**src/rtl/dwrr_packet_fifos.sv**
```systemverilog
// dwrr_packet_fifos: per-channel {cost,data} FIFOs feeding a deficit-weighted
// round-robin arbiter (or plain round-robin when MODE=1) and one registered
// output word.
//
// Output handshake (valid/ready): a word transfers on every clock edge where
// out_valid=1 and out_ready=1. While out_valid=1 and out_ready=0, data_out and
// out_chan hold, no grant is issued and the pointer/deficits are frozen.
// out_valid never depends combinationally on out_ready.
module dwrr_packet_fifos #(
  parameter int NUM_REQS = 4,
  parameter int WIDTH    = 8,
  parameter int DEPTH    = 8,
  parameter int QWID     = 8,
  parameter int LWID     = 4,
  parameter int MODE     = 0
) (
  input  logic                        clk,
  input  logic                        rst,
  input  logic [NUM_REQS-1:0]         push,
  input  logic [NUM_REQS*WIDTH-1:0]   flat_data_in,
  input  logic [NUM_REQS*LWID-1:0]    flat_cost_in,
  input  logic [NUM_REQS*QWID-1:0]    quantums,
  input  logic                        out_ready,
  output logic [NUM_REQS-1:0]         full,
  output logic [NUM_REQS-1:0]         empty,
  output logic [NUM_REQS-1:0]         drop_err,
  output logic [NUM_REQS-1:0]         gnt,
  output logic                        out_valid,
  output logic [WIDTH-1:0]            data_out,
  output logic [$clog2(NUM_REQS)-1:0] out_chan
);
  localparam int PW = $clog2(NUM_REQS);
  localparam int AW = $clog2(DEPTH);
  localparam int CW = $clog2(DEPTH + 1);
  localparam int DW = QWID + 1;
  localparam int SW = DW + 1;
  localparam int EW = LWID + WIDTH;

  logic [EW-1:0]   r_mem [NUM_REQS][DEPTH];
  logic [AW-1:0]   r_wr  [NUM_REQS];
  logic [AW-1:0]   r_rd  [NUM_REQS];
  logic [CW-1:0]   r_cnt [NUM_REQS];
  logic [DW-1:0]   r_def [NUM_REQS];
  logic [PW-1:0]   r_ptr;

  logic [NUM_REQS-1:0] w_acc;
  logic [CW-1:0]   w_cnt_nxt [NUM_REQS];
  logic [LWID-1:0] w_cost_in [NUM_REQS];
  logic [EW-1:0]   w_head;
  logic [QWID-1:0] w_quant;
  logic [DW-1:0]   w_hcost;
  logic [SW-1:0]   w_sum;
  logic [DW-1:0]   w_def_nxt;
  logic [PW-1:0]   w_ptr_inc;
  logic            w_ld;
  logic            w_adv;

  // Push acceptance (a full FIFO still takes a word when it pops the same
  // cycle), next occupancy, and the zero-cost-becomes-one rule.
  always_comb begin
    for (int i = 0; i < NUM_REQS; i++) begin
      w_acc[i]     = push[i] & (~full[i] | gnt[i]);
      w_cnt_nxt[i] = r_cnt[i];
      if (w_acc[i] && !gnt[i]) begin
        w_cnt_nxt[i] = r_cnt[i] + 1'b1;
      end else if (!w_acc[i] && gnt[i]) begin
        w_cnt_nxt[i] = r_cnt[i] - 1'b1;
      end
      w_cost_in[i] = flat_cost_in[i*LWID +: LWID];
      if (w_cost_in[i] == '0) begin
        w_cost_in[i] = LWID'(1);
      end
    end
  end

  // FIFO storage write port; no reset needed, occupancy guards every read.
  always_ff @(posedge clk) begin
    for (int i = 0; i < NUM_REQS; i++) begin
      if (w_acc[i]) begin
        r_mem[i][r_wr[i]] <= {w_cost_in[i], flat_data_in[i*WIDTH +: WIDTH]};
      end
    end
  end

  // FIFO pointers, occupancy, registered flags and sticky drop errors.
  always_ff @(posedge clk or negedge rst) begin
    if (!rst) begin
      for (int i = 0; i < NUM_REQS; i++) begin
        r_wr[i]  <= '0;
        r_rd[i]  <= '0;
        r_cnt[i] <= '0;
      end
      full     <= '0;
      empty    <= '1;
      drop_err <= '0;
    end else begin
      for (int i = 0; i < NUM_REQS; i++) begin
        if (w_acc[i]) r_wr[i] <= r_wr[i] + 1'b1;
        if (gnt[i])   r_rd[i] <= r_rd[i] + 1'b1;
        r_cnt[i] <= w_cnt_nxt[i];
        full[i]  <= (w_cnt_nxt[i] == CW'(DEPTH));
        empty[i] <= (w_cnt_nxt[i] == '0);
        if (push[i] && !w_acc[i]) drop_err[i] <= 1'b1;
      end
    end
  end

  // One arbitration evaluation of the channel under the pointer per loadable
  // cycle: grant, credit top-up (saturating) or credit clear.
  always_comb begin
    gnt       = '0;
    w_ld      = ~out_valid | out_ready;
    w_head    = r_mem[r_ptr][r_rd[r_ptr]];
    w_quant   = quantums[r_ptr*QWID +: QWID];
    w_hcost   = DW'(w_head[EW-1:WIDTH]);
    w_sum     = {1'b0, r_def[r_ptr]} + SW'(w_quant);
    w_def_nxt = r_def[r_ptr];
    w_adv     = 1'b0;
    w_ptr_inc = (r_ptr == PW'(NUM_REQS - 1)) ? '0 : r_ptr + 1'b1;
    if (w_ld) begin
      if (MODE != 0) begin
        gnt[r_ptr] = ~empty[r_ptr];
        w_adv      = 1'b1;
      end else if (empty[r_ptr] || w_quant == '0) begin
        w_def_nxt = '0;
        w_adv     = 1'b1;
      end else if (w_hcost <= r_def[r_ptr]) begin
        gnt[r_ptr] = 1'b1;
        w_def_nxt  = r_def[r_ptr] - w_hcost;
      end else begin
        w_def_nxt = w_sum[DW] ? '1 : w_sum[DW-1:0];
        w_adv     = 1'b1;
      end
    end
  end

  // Pointer and deficit state; frozen whenever the output is stalled.
  // In round-robin mode the deficits are never written and stay at zero.
  always_ff @(posedge clk or negedge rst) begin
    if (!rst) begin
      r_ptr <= '0;
      for (int i = 0; i < NUM_REQS; i++) r_def[i] <= '0;
    end else if (w_ld) begin
      if (w_adv) r_ptr <= w_ptr_inc;
      if (MODE == 0) r_def[r_ptr] <= w_def_nxt;
    end
  end

  // Output register: load on a grant, otherwise drain when accepted.
  always_ff @(posedge clk or negedge rst) begin
    if (!rst) begin
      out_valid <= 1'b0;
      data_out  <= '0;
      out_chan  <= '0;
    end else if (|gnt) begin
      out_valid <= 1'b1;
      data_out  <= w_head[WIDTH-1:0];
      out_chan  <= r_ptr;
    end else if (out_ready) begin
      out_valid <= 1'b0;
    end
  end

endmodule

```
**config.mk**
```make
export PLATFORM = sky130hd
export DESIGN_NAME = dwrr_packet_fifos
export DESIGN_NICKNAME = d
export VERILOG_FILES = /design/src/rtl/dwrr_packet_fifos.sv
export SDC_FILE = /design/constraint.sdc
export NUM_CORES = 1
export LEC_CHECK = 0
export ABC_CLOCK_PERIOD_IN_PS = 5850
export CAP_MARGIN = 20
export CORE_ASPECT_RATIO = 0.75
export CORE_MARGIN = 2
export CORE_UTILIZATION = 45
export DETAILED_ROUTE_END_ITERATION = 7
export PLACE_DENSITY = 0.65
export SLEW_MARGIN = 25
export SYNTH_ARGS = -nofsm -noshare
export SYNTH_HDL_FRONTEND = slang
export SYNTH_SLANG_ARGS = --single-unit
```
**constraint.sdc**
```tcl
create_clock -name clk -period 5.85 [get_ports clk]
set_input_delay 1.17 -clock clk [delete_from_list [all_inputs] [get_ports clk]]
set_output_delay 1.17 -clock clk [all_outputs]
set_load 0.01 [all_outputs]
```
==> impl_metrics.xml, run 1 <==
<?xml version="1.0" encoding="UTF-8"?>
<metrics>
  <group name="status">
    <metric name="status" unit="">finished, final reports clean</metric>
  </group>
  <group name="logic_synthesis">
    <metric name="post_synth.cell_area_avg" unit="sq um">15.25</metric>
    <metric name="syn-instance-count" unit="">1360</metric>
    <metric name="synth_area_leaders" unit="">sky130_fd_sc_hd__edfxtp_1, sky130_fd_sc_hd__dfrtp_1, sky130_fd_sc_hd__mux4_2, sky130_fd_sc_hd__nand2_1, sky130_fd_sc_hd__ha_1</metric>
    <metric name="synthFlopType" unit="">sky130_fd_sc_hd__edfxtp_1</metric>
    <metric name="synth_edf_count" unit="">384</metric>
    <metric name="post_synth_num_cell_types" unit="">62</metric>
    <metric name="ys_warn_count" unit="">0</metric>
    <metric name="syn-num-nets" unit="">1481</metric>
    <metric name="synth.top_cell.area_share" unit="">0.5562</metric>
    <metric name="synth_top_cells_by_count" unit="">sky130_fd_sc_hd__edfxtp_1, sky130_fd_sc_hd__nand2_1, sky130_fd_sc_hd__dfrtp_1</metric>
    <metric name="synth_top_area_cell" unit="">sky130_fd_sc_hd__edfxtp_1</metric>
    <metric name="synth_area" unit="sq um">20730</metric>
    <metric name="synth-seq-area-share" unit="">0.6783</metric>
    <metric name="postSynthRegisterBits" unit="">485</metric>
    <metric name="post-synth-top-count-cell" unit="">sky130_fd_sc_hd__edfxtp_1</metric>
    <metric name="synthArstFlopShare" unit="">0.2082</metric>
  </group>
  <group name="grt">
    <metric name="grt_pass1_vias" unit="">12490</metric>
    <metric name="antenna_found_initial" unit="">1</metric>
    <metric name="gr-total-overflow" unit="">0</metric>
    <metric name="grt_pass1_wl" unit="microns">78120</metric>
    <metric name="pin_count_of_the_biggest_net_entering_global_routing" unit="">74</metric>
    <metric name="gr-usage-all-layers" unit="">0.2187</metric>
  </group>
  <group name="drt">
    <metric name="drt-wirelength-per-cell" unit="microns">23.96</metric>
    <metric name="detailedRoute.firstPassIterationCount" unit="">5</metric>
    <metric name="dr.first_iter.drc_count" unit="">1326</metric>
    <metric name="postRouteAntennaNets" unit="">0</metric>
    <metric name="drc_errors" unit="">0</metric>
    <metric name="route.vias.total" unit="">12620</metric>
    <metric name="avgViaCountPerCell" unit="">5.862</metric>
    <metric name="detail_route.wirelength" unit="microns">51590</metric>
  </group>
  <group name="clock_network">
    <metric name="path_clk_slew" unit="ns">0.06</metric>
    <metric name="clock_tree.htree_level_count" unit="">2</metric>
    <metric name="numCtsBuffers" unit="">46</metric>
    <metric name="clockRootBuffer" unit="">sky130_fd_sc_hd__clkbuf_16</metric>
    <metric name="clkSinkCount" unit="">485</metric>
    <metric name="ctsLongestPathBuffers" unit="">3</metric>
    <metric name="insertion_delay" unit="ns">0.57</metric>
    <metric name="tritoncts" unit="">built</metric>
  </group>
  <group name="timing">
    <metric name="period_needed" unit="ns">5.785</metric>
    <metric name="max_slew_violation_count" unit="">0</metric>
    <metric name="tightestPinTransition" unit="ns">0.9357</metric>
    <metric name="finalHoldViolCount" unit="">0</metric>
    <metric name="finClkSkew" unit="ns">0.02464</metric>
    <metric name="final_number_of_setup_violating_endpoints" unit="">0</metric>
    <metric name="grt_setup_unrepaired" unit="">yes</metric>
    <metric name="max_slew_margin" unit="">0.3601</metric>
    <metric name="min_period_over_period" unit="">0.9889</metric>
    <metric name="worst_hold_check_slack" unit="ns">0.4680</metric>
    <metric name="maxClockFrequency" unit="MHz">172.9</metric>
  </group>
  <group name="pwr">
    <metric name="p_leak" unit="nW">8.697</metric>
    <metric name="cellPowerDensity" unit="nW/um^2">629.0</metric>
    <metric name="peakVddDrop" unit="uV">373.1</metric>
  </group>
  <group name="layout">
    <metric name="num_antenna_cells" unit="">0</metric>
    <metric name="flow.area_growth_from_synthesis" unit="%">18.78</metric>
    <metric name="final_layout_size_suffix_gt1_frac" unit="">0.2035</metric>
    <metric name="nNetsFinal" unit="">1641</metric>
    <metric name="final_design_area_no_fill" unit="sq um">24630</metric>
  </group>
  <group name="placement">
    <metric name="globalplace.congestion" unit="">0.8296</metric>
    <metric name="port_buffers" unit="">113</metric>
    <metric name="post_detailed_placement_half_perimeter_wirelength" unit="microns">34880</metric>
    <metric name="postPlaceCellArea" unit="sq um">22900</metric>
  </group>
  <group name="setup_path">
    <metric name="worst-endpoint-arrival" unit="ns">4.62</metric>
    <metric name="timing.setup.critical_path_class" unit="">reg -&gt; out</metric>
    <metric name="cp_max_fo" unit="">7</metric>
    <metric name="worst-endpoint-required" unit="ns">4.68</metric>
    <metric name="critPathCaptureType" unit="">primary output</metric>
    <metric name="cp-start-kind" unit="">flip-flop</metric>
  </group>
  <group name="floorplanning">
    <metric name="start_util" unit="">0.4530</metric>
    <metric name="die_h" unit="microns">189.9</metric>
    <metric name="row_count" unit="">68</metric>
    <metric name="core_area" unit="sq um">45770</metric>
    <metric name="die_area" unit="sq um">47820</metric>
    <metric name="die_x" unit="microns">251.9</metric>
    <metric name="boundaryPins" unit="">114</metric>
  </group>
  <group name="hold_path">
    <metric name="holdCritPathClass" unit="">reg -&gt; reg</metric>
  </group>
  <group name="run">
    <metric name="maxCapViolCount" unit="">0</metric>
  </group>
</metrics>
[kinds of logic (layout without fill, tap and decap cells)]
family | count (synthesis) | after routing | synth area share
flops | 485 | 485 | 0.6783
simple gates | 426 | 426 | 0.09474
mux | 140 | 140 | 0.1265
compound gates | 139 | 139 | 0.04484
buf+inv | 100 | 298 | 0.01913
xor+xnor | 36 | 36 | 0.01521
fa+ha+maj | 34 | 34 | 0.02124
[path summary, 6_finish.rpt]
check | endpoint | cells after the start | start | slack (ns)
worst max-delay path | gnt[2] | 14 | r_ptr[0]$_DFFE_PN0P_ | 0.06
worst min-delay path | r_rd[2]$_DFFE_PN0P_ | 1 | r_rd[2]$_DFFE_PN0P_ | 0.47
worst max register to register | r_mem[2][62]$_DFFE_PP_ | 17 | r_ptr[0]$_DFFE_PN0P_ | 0.32
worst min register to register | r_rd[2]$_DFFE_PN0P_ | 1 | r_rd[2]$_DFFE_PN0P_ | 0.47
max in group asynchronous | empty[1]$_DFF_PN1_ | 2 | rst | 4.22
min in group asynchronous | data_out[5]$_DFFE_PN0P_ | 1 | rst | 0.61
[critical path, cell delays in order (launching register included)]
cell,delay [ns]
sky130_fd_sc_hd__dfrtp_4,0.41
sky130_fd_sc_hd__mux4_4,0.80
sky130_fd_sc_hd__buf_12,0.21
sky130_fd_sc_hd__mux4_2,0.27
sky130_fd_sc_hd__mux4_2,0.50
sky130_fd_sc_hd__mux2_4,0.30
sky130_fd_sc_hd__ha_4,0.22
sky130_fd_sc_hd__and4_4,0.19
sky130_fd_sc_hd__or4_4,0.42
sky130_fd_sc_hd__nor3_4,0.20
sky130_fd_sc_hd__a21oi_4,0.13
sky130_fd_sc_hd__buf_12,0.15
sky130_fd_sc_hd__nand3_4,0.09
sky130_fd_sc_hd__inv_4,0.04
sky130_fd_sc_hd__buf_6,0.11
[metal layers]
layer,vias up,global-route usage,part of all wire
li1,5536,-,-
met1,6478,0.3266,0.44
met2,530,0.3365,0.46
met3,75,0.03393,0.079
met4,2,0.06076,0.024
met5,-,0,0.00025
[state kept, by name, indices dropped and copies added, names as in the netlist]
signal	flops
r_mem	384
r_def	36
r_cnt	16
r_rd	12
r_wr	12
data_out	8
drop_err	4
empty	4
full	4
out_chan	2
r_ptr	2
out_valid	1
[layout by cell type, fill, tap and decap left out, drive strengths merged, types with 23 or more instances in the layout]
cell / n
edfxtp: 384
nand2: 190
clkdlybuf4s50: 108
dfrtp: 97
mux4: 93
buf: 80
nand3: 71
clkbuf: 65
nor2: 62
a21oi: 39
mux2: 32
ha: 32
inv: 26
nor3: 25
xnor2: 23
[per-stage QoR]
step	utilization	total power [mW]	worst slack [ns]	TNS, ns	instances
final	0.5380	15.49	0.06485	0	2153
after global routing	0.5380	16.42	-0.08841	-0.1713	2153
after CTS	0.5377	15.52	-0.03576	-0.09101	2151
after detailed placement	0.5003	12.09	0.2631	0	2056
after global placement	0.5003	11.90	0.2845	0	2056
after floorplan	-	9.769	0.004033	0	1360
[timing repair]
item / in CTS / in global routing
setup buffers: 7 / 2
cloned: 2 / 0
setup endpoints to repair: 4 / 4
hold buffers: 0 / 0
resized for setup: 35 / 2
pin swaps: 3 / 1
[report_power, final]
group | internal [mW] | switching [mW] | leakage [nW]
Clock | 1.63 | 1.28 | 0.714
Combinational | 3.28 | 4.38 | 3.28
Sequential | 4.53 | 0.400 | 4.70
[final cells by class]
| cell class | instances | area, sq um |
|---|---|---|
| Clock buffer | 64 | 1279 |
| Clock inverter | 22 | 187.7 |
| Fill cell | 3666 | 21150 |
| Inverter | 23 | 88.84 |
| Multi-Input combinational cell | 775 | 6475 |
| Sequential cell | 485 | 14070 |
| Tap cell | 595 | 744.5 |
| Timing Repair Buffer | 189 | 1784 |
Note: power is estimated with default switching activity, not from simulation.
==> run 2: changes to the inputs <==
--- a/config.mk
+++ b/config.mk
@@ -12,6 +12,7 @@
 export CORE_UTILIZATION = 45
 export DETAILED_ROUTE_END_ITERATION = 7
 export PLACE_DENSITY = 0.65
+export SKIP_LAST_GASP = 1
 export SLEW_MARGIN = 25
 export SYNTH_ARGS = -nofsm -noshare
 export SYNTH_HDL_FRONTEND = slang
==> constraint.sdc (replaced) <==
create_clock -name clk -period 5.85 [get_ports clk]
set_input_delay 1.17 -clock clk [delete_from_list [all_inputs] [get_ports clk]]
set_output_delay 1.17 -clock clk [all_outputs]
set_load 0.005 [all_outputs]
==> run 2 against run 1 <==
Against the previous run:
- sequential share of layout area shrank 0.35 points
- die area did not move
- clock skew increased by 0.0055 ns
- routed wire length is 1.0% higher
- register-to-register slack got worse by 0.02 ns
- clock-buffer cell count is 1 lower
- maximum frequency rose by 0.44%
==> impl_metrics.xml, run 2 (synthesis results as in run 1) <==
<?xml version="1.0" encoding="UTF-8"?>
<metrics>
  <group name="clock_network">
    <metric name="clockRootBuffer" unit="">sky130_fd_sc_hd__clkbuf_16</metric>
    <metric name="tritoncts" unit="">built</metric>
    <metric name="ctsLongestPathBuffers" unit="">3</metric>
    <metric name="numCtsBuffers" unit="">47</metric>
    <metric name="clkSinkCount" unit="">485</metric>
    <metric name="clock_tree.htree_level_count" unit="">2</metric>
    <metric name="insertion_delay" unit="ns">0.61</metric>
    <metric name="path_clk_slew" unit="ns">0.06</metric>
  </group>
  <group name="layout">
    <metric name="final_layout_size_suffix_gt1_frac" unit="">0.2074</metric>
    <metric name="largest_reg_flops" unit="">384</metric>
    <metric name="finish.utilization" unit="">0.5413</metric>
    <metric name="layout_common_cells" unit="">sky130_fd_sc_hd__edfxtp_1, sky130_fd_sc_hd__nand2_1, sky130_fd_sc_hd__clkdlybuf4s50_1, sky130_fd_sc_hd__dfrtp_1, sky130_fd_sc_hd__mux4_2</metric>
    <metric name="combined_area_of_the_multi_input_logic_cells" unit="sq um">6467</metric>
    <metric name="num_antenna_cells" unit="">0</metric>
    <metric name="filler_cells" unit="">3661</metric>
    <metric name="flow.area_growth_from_synthesis" unit="%">19.50</metric>
    <metric name="final_common_cell" unit="">sky130_fd_sc_hd__edfxtp_1</metric>
    <metric name="nNetsFinal" unit="">1652</metric>
    <metric name="sequential_cell_area" unit="sq um">14070</metric>
  </group>
  <group name="timing">
    <metric name="max_slew_margin" unit="">0.3202</metric>
    <metric name="max_slew_violation_count" unit="">0</metric>
    <metric name="tns" unit="ns">0</metric>
    <metric name="final_number_of_setup_violating_endpoints" unit="">0</metric>
    <metric name="grt_setup_unrepaired" unit="">no</metric>
    <metric name="min_period_over_period" unit="">0.9846</metric>
    <metric name="maxClockFrequency" unit="MHz">173.6</metric>
    <metric name="finClkSkew" unit="ns">0.03013</metric>
    <metric name="tightestPinTransition" unit="ns">1.020</metric>
    <metric name="finalHoldViolCount" unit="">0</metric>
    <metric name="final_critical_path_setup_slack" unit="ns">0.09033</metric>
    <metric name="period_needed" unit="ns">5.760</metric>
  </group>
  <group name="pwr">
    <metric name="pwr-share-clk" unit="">0.190</metric>
    <metric name="combPwrFrac" unit="">0.496</metric>
    <metric name="cellPowerDensity" unit="nW/um^2">634.2</metric>
    <metric name="total_switching_power" unit="mW">6.102</metric>
    <metric name="internal-power" unit="mW">9.611</metric>
    <metric name="peakVddDrop" unit="uV">325.2</metric>
    <metric name="seq_power_share" unit="">0.314</metric>
    <metric name="p_leak" unit="nW">8.779</metric>
    <metric name="switching_share_of_total_power" unit="">0.3883</metric>
  </group>
  <group name="setup_path">
    <metric name="worst-endpoint-arrival" unit="ns">4.59</metric>
    <metric name="cp-start-kind" unit="">flip-flop</metric>
    <metric name="worst-endpoint-required" unit="ns">4.68</metric>
    <metric name="critPathCaptureType" unit="">primary output</metric>
    <metric name="cp_max_fo" unit="">6</metric>
    <metric name="timing.setup.critical_path_class" unit="">reg -&gt; out</metric>
  </group>
  <group name="floorplanning">
    <metric name="die_h" unit="microns">189.9</metric>
    <metric name="start_util" unit="">0.4530</metric>
    <metric name="boundaryPins" unit="">114</metric>
    <metric name="die_x" unit="microns">251.9</metric>
    <metric name="core_area" unit="sq um">45770</metric>
    <metric name="die_area" unit="sq um">47820</metric>
    <metric name="row_count" unit="">68</metric>
  </group>
  <group name="placement">
    <metric name="post_detailed_placement_half_perimeter_wirelength" unit="microns">34770</metric>
    <metric name="globalplace.congestion" unit="">0.8510</metric>
    <metric name="dp_worst_setup_slack" unit="ns">0.2338</metric>
    <metric name="port_buffers" unit="">113</metric>
  </group>
  <group name="drt">
    <metric name="drt-wirelength-per-cell" unit="microns">24.10</metric>
    <metric name="postRouteAntennaNets" unit="">0</metric>
    <metric name="top_layer_used" unit="">met4</metric>
    <metric name="wl_met2" unit="microns">23870</metric>
    <metric name="route.vias.total" unit="">12610</metric>
    <metric name="detailedRoute.firstPassIterationCount" unit="">5</metric>
    <metric name="avgViaCountPerCell" unit="">5.833</metric>
    <metric name="detail_route.wirelength" unit="microns">52100</metric>
    <metric name="route.layer.met1.wl" unit="microns">23190</metric>
    <metric name="dr.first_iter.drc_count" unit="">1439</metric>
    <metric name="wl_met3" unit="microns">3708</metric>
    <metric name="drc_errors" unit="">0</metric>
  </group>
  <group name="grt">
    <metric name="antenna_found_initial" unit="">0</metric>
    <metric name="pin_count_of_the_biggest_net_entering_global_routing" unit="">78</metric>
    <metric name="grt_pass1_wl" unit="microns">78010</metric>
    <metric name="gr-usage-all-layers" unit="">0.2211</metric>
    <metric name="gr-total-overflow" unit="">0</metric>
    <metric name="grt_pass1_vias" unit="">12480</metric>
  </group>
  <group name="status">
    <metric name="status" unit="">finished, final reports clean</metric>
  </group>
  <group name="run">
    <metric name="maxCapViolCount" unit="">0</metric>
  </group>
  <group name="hold_path">
    <metric name="holdCritPathClass" unit="">reg -&gt; reg</metric>
  </group>
</metrics>
[run 2: cell types whose count changed in the layout (fill, tap and decap cells not counted), sizes merged]
cell	change
bufinv	+1
buf	+11
clkinvlp	+1
clkinv	-2
clkbuf	-2
[run 2: area by class of cell]
cell class | count | share of cell area
Sequential cell | 485 | 0.5678
Multi-Input combinational cell | 775 | 0.2610
Timing Repair Buffer | 199 | 0.07706
Clock buffer | 63 | 0.05151
Tap cell | 595 | 0.03005
Clock inverter | 22 | 0.008989
Inverter | 23 | 0.003585
[run 2: repair_timing]
action,CTS,global route
endpoints found under the setup margin,4,4
hold buffers,0,0
resized for setup,41,0
pin swaps,8,5
cloned,5,0
buffers inserted,11,4
[run 2: routing by layer]
layer	vias to the layer above	track usage
li1	5554	-
met1	6468	0.3280
met2	509	0.3380
met3	80	0.03448
met4	0	0.07123
met5	-	0
[run 2: through the flow]
stage               area [sq um]  total power, mW  hold slack (ns)  instances
floorplan                  20730            9.736           0.4397       1360
CTS                        24740            15.72           0.4738       2158
finish                     24780            15.71           0.4706       2162
global route               24780            16.62           0.4894       2162
global placement           22910            11.86           0.4543       2057
detailed placement         22910            12.02           0.4603       2057
[run 2: worst paths after layout]
| kind | depth (start not counted) | to | start | slack [ns] |
|---|---|---|---|---|
| min | 1 | r_rd[2]$_DFFE_PN0P_ | r_rd[2]$_DFFE_PN0P_ | 0.47 |
| max in group asynchronous | 2 | r_ptr[0]$_DFFE_PN0P_ | rst | 3.96 |
| max reg2reg | 19 | r_mem[2][71]$_DFFE_PP_ | r_ptr[0]$_DFFE_PN0P_ | 0.30 |
| min in group asynchronous | 1 | data_out[5]$_DFFE_PN0P_ | rst | 0.66 |
| min reg2reg | 1 | r_rd[2]$_DFFE_PN0P_ | r_rd[2]$_DFFE_PN0P_ | 0.47 |
| max | 15 | gnt[2] | r_ptr[0]$_DFFE_PN0P_ | 0.09 |
[run 2: worst max-delay path: stages (launching register included)]
cell	delay [ns]
sky130_fd_sc_hd__dfrtp_4	0.41
sky130_fd_sc_hd__mux4_4	0.65
sky130_fd_sc_hd__buf_12	0.19
sky130_fd_sc_hd__buf_12	0.15
sky130_fd_sc_hd__mux4_2	0.27
sky130_fd_sc_hd__mux4_2	0.54
sky130_fd_sc_hd__mux2i_4	0.19
sky130_fd_sc_hd__ha_1	0.27
sky130_fd_sc_hd__and4_4	0.21
sky130_fd_sc_hd__or4_4	0.43
sky130_fd_sc_hd__nor3_4	0.19
sky130_fd_sc_hd__a21oi_4	0.12
sky130_fd_sc_hd__buf_6	0.15
sky130_fd_sc_hd__nand3_4	0.09
sky130_fd_sc_hd__inv_4	0.04
sky130_fd_sc_hd__buf_6	0.10
[run 2: power by group through the flow]
stage	clock (mW)	sequential [mW]	combinational (mW)
final	2.99	4.93	7.79
after global routing	3.18	5.00	8.44
after CTS	3.03	4.92	7.77
after detailed placement	0	4.99	7.03
after global placement	0	4.97	6.89
after floorplan	0	4.85	4.88
